`src/rtl/regfile_cmd_responder_pkg.sv`:
```
// regfile_cmd_responder_pkg: command opcodes and controller states shared by the register-file responder.
package regfile_cmd_responder_pkg;

    typedef enum logic [1:0] {
        OP_READ  = 2'b00,
        OP_WRITE = 2'b01,
        OP_SWAP  = 2'b10,
        OP_ADD   = 2'b11
    } op_e;

    typedef enum logic {
        ST_RUN   = 1'b0,
        ST_CLEAR = 1'b1
    } state_e;

endpackage

```
`src/rtl/regfile_cmd_responder_rsp_fifo.sv`:
```
// rsp_fifo: response queue; head is zero whenever the queue is empty.
module rsp_fifo #(
    parameter int W     = 6,
    parameter int DEPTH = 2
) (
    input  logic         real_clk,
    input  logic         real_rst,
    input  logic         push,
    input  logic [W-1:0] push_data,
    input  logic         pop,
    output logic         valid,
    output logic [W-1:0] data,
    output logic         full
);
    localparam int PW = DEPTH > 1 ? $clog2(DEPTH) : 1;
    localparam int CW = $clog2(DEPTH + 1);

    logic [W-1:0]  mem [DEPTH];
    logic [PW-1:0] wr_ptr, rd_ptr;
    logic [CW-1:0] count;
    logic          do_pop;

    always_comb begin
        valid  = count != '0;
        full   = count == CW'(DEPTH);
        do_pop = pop && valid;
        data   = valid ? mem[rd_ptr] : '0;
    end

    always_ff @(posedge real_clk)
        if (push) mem[wr_ptr] <= push_data;

    always_ff @(posedge real_clk or posedge real_rst)
        if (real_rst) begin
            wr_ptr <= '0;
            rd_ptr <= '0;
            count  <= '0;
        end else begin
            if (push) wr_ptr <= wr_ptr == PW'(DEPTH - 1) ? '0 : wr_ptr + 1'b1;
            if (do_pop) rd_ptr <= rd_ptr == PW'(DEPTH - 1) ? '0 : rd_ptr + 1'b1;
            count <= count + CW'(push) - CW'(do_pop);
        end
endmodule

```
`src/rtl/regfile_cmd_responder.sv`:
```
// regfile_cmd_responder: small register file serving READ/WRITE/SWAP/ADD commands with queued
// responses, plus a multi-cycle clear sweep.
module regfile_cmd_responder
    import regfile_cmd_responder_pkg::*;
#(
    parameter int DATA_W    = 4,
    parameter int ADDR_W    = 2,
    parameter int RSP_DEPTH = 2
) (
    input  logic              real_clk,
    input  logic              real_rst,
    input  logic              cmd_valid,
    output logic              cmd_ready,
    input  logic [1:0]        cmd_op,
    input  logic [ADDR_W-1:0] cmd_addr,
    input  logic [DATA_W-1:0] cmd_wdata,
    output logic              rsp_valid,
    input  logic              rsp_ready,
    output logic [DATA_W-1:0] rsp_data,
    output logic [ADDR_W-1:0] rsp_addr,
    input  logic              clr_req,
    output logic              busy
);
    localparam int NE = 2 ** ADDR_W;

    logic [DATA_W-1:0] mem [NE];
    state_e            state, state_nxt;
    logic [ADDR_W-1:0] idx;
    op_e               op;
    logic              fifo_full, accept, push;
    logic [DATA_W-1:0] old_val, wr_val;

    always_comb begin
        op        = op_e'(cmd_op);
        busy      = state == ST_CLEAR;
        cmd_ready = state == ST_RUN && !clr_req && !fifo_full;
        accept    = cmd_valid && cmd_ready;
        push      = accept && op != OP_WRITE;
        old_val   = mem[cmd_addr];
        wr_val    = op == OP_ADD ? old_val + cmd_wdata : cmd_wdata;
        state_nxt = state == ST_RUN ? (clr_req ? ST_CLEAR : ST_RUN)
                                    : (idx == '1 ? ST_RUN : ST_CLEAR);
    end

    always_ff @(posedge real_clk or posedge real_rst)
        if (real_rst) state <= ST_RUN;
        else          state <= state_nxt;

    // idx parks at 0 in RUN so every sweep starts at entry 0
    always_ff @(posedge real_clk or posedge real_rst)
        if (real_rst) begin
            idx <= '0;
            for (int i = 0; i < NE; i++) mem[i] <= '0;
        end else begin
            idx <= state == ST_CLEAR ? idx + 1'b1 : '0;
            if (state == ST_CLEAR) mem[idx] <= '0;
            else if (accept && op != OP_READ) mem[cmd_addr] <= wr_val;
        end

    rsp_fifo #(.W(ADDR_W + DATA_W), .DEPTH(RSP_DEPTH)) u_rsp_fifo (
        .real_clk (real_clk),
        .real_rst (real_rst),
        .push     (push),
        .push_data({cmd_addr, old_val}),
        .pop      (rsp_ready),
        .valid    (rsp_valid),
        .data     ({rsp_addr, rsp_data}),
        .full     (fifo_full)
    );
endmodule
```
`config.mk`:
```
export PLATFORM = sky130hd
export DESIGN_NAME = regfile_cmd_responder
export DESIGN_NICKNAME = d
export VERILOG_FILES = /design/src/rtl/regfile_cmd_responder_pkg.sv /design/src/rtl/regfile_cmd_responder_rsp_fifo.sv /design/src/rtl/regfile_cmd_responder.sv
export SDC_FILE = /design/constraint.sdc
export NUM_CORES = 1
export LEC_CHECK = 0
export BUFFER_PORTS_ARGS = -buffer_cell sky130_fd_sc_hd__buf_4
export CAP_MARGIN = 20
export CORE_UTILIZATION = 40
export CTS_BUF_LIST = sky130_fd_sc_hd__clkbuf_8
export DETAILED_ROUTE_END_ITERATION = 6
export PLACE_DENSITY = 0.64
export SLEW_MARGIN = 25
export SYNTH_ARGS = -nofsm -noshare
export SYNTH_HDL_FRONTEND = slang
export SYNTH_SLANG_ARGS = --single-unit
```
`constraint.sdc`:
```
create_clock -name real_clk -period 2.76 [get_ports real_clk]
set_clock_uncertainty 0.1 [all_clocks]
set_input_delay 0.552 -clock real_clk [delete_from_list [all_inputs] [get_ports real_clk]]
set_output_delay 0.552 -clock real_clk [all_outputs]
set_load 0.02 [all_outputs]
```
==> results of run 1 <==
## synthesized netlist by cell type, drive strengths merged
| library cell | instances | share of area |
|---|---|---|
| a211oi | 1 | 0.0066 |
| a21o | 2 | 0.0079 |
| a21oi | 3 | 0.0079 |
| and2 | 5 | 0.017 |
| and4b | 1 | 0.0073 |
| buf | 1 | 0.0060 |
| clkbuf | 6 | 0.012 |
| dfrtp | 23 | 0.30 |
| edfxtp | 12 | 0.19 |
| fa | 1 | 0.011 |
| ha | 9 | 0.060 |
| inv | 9 | 0.018 |
| mux2i | 20 | 0.11 |
| mux4 | 4 | 0.054 |
| nand2 | 22 | 0.044 |
| nand2b | 2 | 0.0066 |
| nand3 | 6 | 0.016 |
| nor2 | 12 | 0.024 |
| nor2b | 3 | 0.0099 |
| nor3b | 1 | 0.0040 |
| o2111a | 1 | 0.0060 |
| o2111ai | 5 | 0.023 |
| o211ai | 3 | 0.020 |
| o221ai | 1 | 0.0079 |
| o311ai | 1 | 0.0046 |
| or2 | 1 | 0.0046 |
| xnor2 | 4 | 0.019 |
| xor2 | 1 | 0.0046 |
## stage by stage
| step | instances | instance area (um2) | hold WS (ps) | util | worst slack (ps) |
|---|---|---|---|---|---|
| 2_1_floorplan | 160 | 1891 | 356.6 | - | 34.36 |
| 3_3_place_gp | 229 | 2102 | 371.3 | 0.4730 | 20.55 |
| 3_5_place_dp | 229 | 2102 | 387.3 | 0.4730 | 2.691 |
| 4_1_cts | 237 | 2182 | 384.6 | 0.4910 | 291.4 |
| 5_1_grt | 237 | 2182 | 404.8 | 0.4910 | 218.9 |
| 6_report | 237 | 2182 | 368.2 | 0.4910 | 285.6 |
## routing by layer
layer | part of all wire | vias to the layer above
li1 | - | 618
met1 | 0.40 | 637
met2 | 0.52 | 39
met3 | 0.057 | 7
met4 | 0.020 | 0
met5 | 0 | -
## worst min path at each step
stage | end | slack (ps) | cells after the start
after global placement | idx[0]$_DFF_PP0_ | 370 | 1
final | u_rsp_fifo.wr_ptr$_DFFE_PP0P_ | 370 | 2
after CTS | idx[1]$_DFF_PP0_ | 380 | 2
after detailed placement | idx[0]$_DFF_PP0_ | 390 | 1
after global routing | u_rsp_fifo.mem[1][5]$_DFFE_PP_ | 400 | 1
after floorplan | idx[0]$_DFF_PP0_ | 360 | 1
## cells by family (layout without fill, tap and decap cells)
family / after synthesis / after routing / synth area share
AND/OR/NAND/NOR: 53 / 53 / 0.1324
flip-flops: 35 / 35 / 0.4950
multiplexers: 24 / 24 / 0.1595
AO/OA/AOI/OAI: 17 / 17 / 0.08404
buffers and inverters: 16 / 41 / 0.03574
adder cells (fa/ha/maj): 10 / 10 / 0.07015
XOR/XNOR: 5 / 5 / 0.02316
## registers in the layout, indices dropped and copies added (netlist names)
register and flops:
idx 2, mem 16, u_rsp_fifo.rd_ptr 1, u_rsp_fifo.wr_ptr 1, busy 1, u_rsp_fifo.count 2, u_rsp_fifo.mem 12
## placed cells by master (no fill, tap or decap), drive strengths merged
cell,n
buf,24
dfrtp,23
nand2,22
mux2i,20
nor2,12
inv,12
edfxtp,12
ha,9
nand3,6
and2,5
o2111ai,5
clkbuf,5
xnor2,4
mux4,4
a21oi,3
nor2b,3
o211ai,3
nand2b,2
a21o,2
o2111a,1
nor3b,1
xor2,1
a211oi,1
and4b,1
or2,1
o221ai,1
o311ai,1
fa,1
## power by group through the flow
stage	clock (uW)	sequential, uW	combinational [uW]
after global routing	369	735	641
final	337	717	572
after global placement	0	724	553
after detailed placement	0	729	575
after floorplan	0	685	412
after CTS	346	719	578
## worst reg2reg max path: cells and delay by family, from the launching register on
kind | cells | cell delay, ps
mux | 2 | 690
fa+ha+maj | 2 | 630
flops | 1 | 390
xor+xnor | 1 | 150
compound gates | 1 | 270
simple gates | 1 | 50
## cell type report
type	count	area (um2)	area share
sequential	35	935.9	0.4289
multi-input combinational	109	887.1	0.4065
timing repair buffer	24	180.2	0.08257
clock buffer	5	68.82	0.03154
tap	52	65.06	0.02982
inverter	9	33.78	0.01548
clock inverter	3	11.26	0.005161
==> results by group, run 1 <==
Run status
  – Outcome: complete, but fails checks
  – Violations in the final reports: design-rule violations

Critical path
  – Startpoint types: primary input
  – Max incr delay on CP: 600 ps
  – Critical R2R Launch: mem[8]$_DFFE_PP0P_
  – Critical path depth: 8
  – Crit path buffers/inverters: 1
  – Largest delay share family, worst path: multiplexers
  – CP endpoint kind: flip-flop
  – R2r endpoint: mem[14]$_DFFE_PP0P_
  – Slowest cell on crit path: mux4_1
  – Crit path kind: in -> reg
  – Crit Path Max Fanout: 6
  – Critical path origin: cmd_addr[1]
  – Worst-path cell chain: buf_4 -> mux4_1 -> ha_1 -> fa_1 -> xnor2_1 -> nor2_1 -> a21oi_1 -> mux2i_1
  – Reg2Reg Setup Slack: 340 ps
  – CP Capture Point: mem[14]$_DFFE_PP0P_
  – Critical path data arrival time: 2530 ps
  – WP data required: 2810 ps
  – Cells on worst reg2reg path: 7

Final layout
  – FILL cells: 398
  – Proportion of layout cells with a drive suffix above 1: 0.2000
  – Ant diodes: 0
  – Nets: 207
  – Area growth syn-to-layout: 15.42%

Synth
  – FF+latch count, synth: 35
  – Syn Std Cell Area: 1891 um2
  – Seq/Total Area, Yosys: 0.4950
  – Yosys warns: 0
  – Post-synthesis area per instance: 11.82 um2
  – Cells after Synth: 160
  – Unique masters post-synth: 29
  – Syn nets: 183

Clock tree
  – Post_cts resized: 0
  – Root Driver: clkbuf_8
  – Total CTS buffers: 5
  – Setup bufs post-CTS: 0
  – CTS tree: done
  – H-tree Lvls: 2
  – Clock Path Buffers: 2
  – CTS Sinks: 35
  – Worst-Skew Late Latency: 290 ps
  – # hold bufs at CTS: 0
  – CTS clk-pin slew, worst paths: 60 ps

Power
  – PwrDens: 745.3 nW/um2
  – Comb pwr share: 0.352
  – Sequential share of power: 0.441
  – Sw frac: 0.3602
  – Leak: 0.001034 uW
  – Psw: 585.9 uW
  – Int Power: 1041 uW
  – Worst IR Drop VDD: 336.1 uV
  – Total Power: 1626 uW
  – Clock share of power: 0.207

Timing
  – Min Tclk post-route: 2474 ps
  – Fin. Hold Viols: 0
  – Final worst-path cycle share: 0.8965
  – Worst slew margin: 0.3869
  – Achievable frequency: 0.4041 GHz
  – Worst-Margin Slew: 918.6 ps
  – Setup TNS: 0 ps
  – RSZ-0062 raised after global routing: no
  – Finish-stage setup viols: 0
  – Final Max Tran Viols: 0

Routing
  – Via density: 5.489
  – WL/cell: 15.51 um
  – # DRC: 6
  – Initial drt markers: 65
  – Post-Route WL: 3.676 mm
  – Drt pass-1 iters: 6
  – Routed Antenna Nets: 0
  – Vias: 1301

Global route
  – Largest net degree at the start of global routing: 24
  – Met3 GRT Util: 0.05556
  – GR Overflow Total: 0
  – Total track usage: 0.1724
  – GRT Max-Usage Layer: met2
  – Met2 Use GR: 0.3088
  – Met1 Use GR: 0.1835
  – First-pass GRT wire length: 6.492 mm
  – Vias in the first global route: 1391
  – Initial antenna violation count: 0

Placed design
  – Routability cong.: 0.8731
  – Port-buffer cells: 21
  – Detailed Place HPWL: 2.885 mm

Floorplanning
  – Initial Util: 0.4254
  – Die area: 5006 um2
  – Cell Rows: 24
  – Die X: 70.75 um
  – Ports: 22
  – Die H: 70.75 um
  – Core area: 4444 um2

Min path
  – Worst min path class: in -> async

Job
  – Max-Cap Viols: 0
No activity file was read; power rests on OpenSTA's default activity.
==> run 2: changes to the inputs <==
--- a/config.mk
+++ b/config.mk
@@ -5,12 +5,13 @@
 export SDC_FILE = /design/constraint.sdc
 export NUM_CORES = 1
 export LEC_CHECK = 0
+export ABC_CLOCK_PERIOD_IN_PS = 2760
 export BUFFER_PORTS_ARGS = -buffer_cell sky130_fd_sc_hd__buf_4
 export CAP_MARGIN = 20
 export CORE_UTILIZATION = 40
 export CTS_BUF_LIST = sky130_fd_sc_hd__clkbuf_8
 export DETAILED_ROUTE_END_ITERATION = 6
-export PLACE_DENSITY = 0.64
+export PLACE_DENSITY = 0.59
 export SLEW_MARGIN = 25
 export SYNTH_ARGS = -nofsm -noshare
 export SYNTH_HDL_FRONTEND = slang
==> run 2 against run 1 <==
  * The run still ends with design-rule violations left
  * Count of clock-buffer cells in the layout is the same
  * Combinational power is essentially flat
  * Critical path type unchanged
  * Largest power group unchanged
  * Total power is 0.31% higher
  * Critical path depth stayed put
  * Largest cell class unchanged
==> results by group, run 2 (synthesis results as in run 1) <==
Floorplanning
  – Initial Util: 0.4254
  – Cell Rows: 24
  – Ports: 22
  – Die H: 70.75 um
  – Die area: 5006 um2
  – Die X: 70.75 um
  – Core area: 4444 um2

Placed design
  – Routability cong.: 0.8308
  – Detailed Place HPWL: 2.909 mm
  – Dpl cell area: 2125 um2
  – Port-buffer cells: 21

Routing
  – Drt pass-1 iters: 6
  – Via density: 5.308
  – # DRC: 6
  – Routed Antenna Nets: 0
  – WL/cell: 15.58 um
  – Post-Route WL: 3.740 mm
  – Initial drt markers: 99
  – Vias: 1274

Critical path
  – Crit Path Max Fanout: 5
  – Critical path data arrival time: 2530 ps
  – Startpoint types: primary input
  – WP data required: 2810 ps
  – CP endpoint kind: flip-flop
  – Crit path kind: in -> reg

Job
  – Max-Cap Viols: 0

Clock tree
  – H-tree Lvls: 2
  – Root Driver: clkbuf_8
  – Clock Path Buffers: 2
  – Total CTS buffers: 5
  – Setup bufs post-CTS: 0
  – Post_cts resized: 0
  – CTS Sinks: 35
  – CTS tree: done
  – # hold bufs at CTS: 0
  – CTS clk-pin slew, worst paths: 70 ps
  – Worst-Skew Late Latency: 280 ps

Global route
  – Largest net degree at the start of global routing: 24
  – Initial antenna violation count: 0
  – Total track usage: 0.1689
  – Vias in the first global route: 1325
  – GR Overflow Total: 0
  – First-pass GRT wire length: 6.382 mm

Final layout
  – Area of the multi-input gates: 887.1 um2
  – FF/Latch Area: 935.9 um2
  – Ant diodes: 0
  – FILL cells: 414
  – Proportion of layout cells with a drive suffix above 1: 0.2128
  – Nets: 210
  – Post-Layout Inst Area: 2205 um2
  – Most frequent cells in the layout: buf_4 (27), dfrtp_1 (23), nand2_1 (22), mux2i_1 (20)
  – Largest register FFs: 16
  – Most common cell after layout, fill and taps aside: buf_4
  – Area growth syn-to-layout: 16.61%
  – Top Registers: mem: 16 flops, u_rsp_fifo.mem: 12 flops
  – Largest register by flop count: mem

Min path
  – Worst min path class: in -> async

Timing
  – Final worst-path cycle share: 0.8986
  – Worst slew margin: 0.4252
  – Min Tclk post-route: 2480 ps
  – Setup TNS: 0 ps
  – Final Max Tran Viols: 0
  – Worst-Margin Slew: 856.9 ps
  – Achievable frequency: 0.4032 GHz
  – Finish-stage setup viols: 0
  – Fin. Hold Viols: 0
  – RSZ-0062 raised after global routing: no

Run status
  – Outcome: complete, but fails checks
  – Violations in the final reports: design-rule violations

Power
  – Leak: 0.001046 uW
  – Worst IR Drop VDD: 279.2 uV
  – PwrDens: 740.0 nW/um2
run 2: stage by stage:
step	util	cells	hold WS, ps	power [uW]	worst slack, ps
6_report	0.4961	240	240.7	1631	279.9
5_1_grt	0.4961	240	289.8	1732	207.7
4_1_cts	0.4961	240	399.6	1651	297.9
3_5_place_dp	0.4780	232	386.4	1309	6.682
3_3_place_gp	0.4780	232	370.2	1285	91.69
2_1_floorplan	-	160	356.6	1097	34.36
run 2: final timing paths:
kind | to | startpoint | slack [ps] | cells past startpoint
max in group asynchronous | mem[15]$_DFFE_PP0P_ | real_rst | 1910 | 2
setup reg to reg | mem[2]$_DFFE_PP0P_ | mem[4]$_DFFE_PP0P_ | 330 | 7
min in group real_clk | idx[0]$_DFF_PP0_ | idx[0]$_DFF_PP0_ | 390 | 1
hold reg to reg | idx[0]$_DFF_PP0_ | idx[0]$_DFF_PP0_ | 390 | 1
hold / removal | u_rsp_fifo.wr_ptr$_DFFE_PP0P_ | real_rst | 240 | 2
setup / recovery | mem[2]$_DFFE_PP0P_ | cmd_addr[1] | 280 | 8
run 2: per-layer routing:
| metal | vias to the layer above | part of all wire | routed length [um] | global-route usage |
|---|---|---|---|---|
| met5 | - | 0 | 0 | 0 |
| met2 | 27 | 0.52 | 1932 | 0.2885 |
| met4 | 0 | 0.014 | 53 | 0.08000 |
| met1 | 619 | 0.43 | 1599 | 0.2037 |
| li1 | 622 | - | - | - |
| met3 | 6 | 0.041 | 154 | 0.03704 |
run 2: worst max-delay path, stage by stage:
cell     delay, ps
buf_4          120
mux4_1         610
ha_1           240
fa_1           380
xnor2_1        150
nor2_1          50
a21oi_1        290
mux2i_1        130
run 2: final cells by class:
class	instances	area share
Sequential cell	35	0.4245
Multi-Input combinational cell	109	0.4024
Tap cell	52	0.02951
Clock inverter	3	0.005108
Timing Repair Buffer	27	0.09194
Inverter	9	0.01532
Clock buffer	5	0.03121
run 2: where the power goes:
part / switching, uW / internal (uW)
clock: 171 / 168
combinational: 323 / 250
sequential: 92.5 / 627
total: 586 / 1050
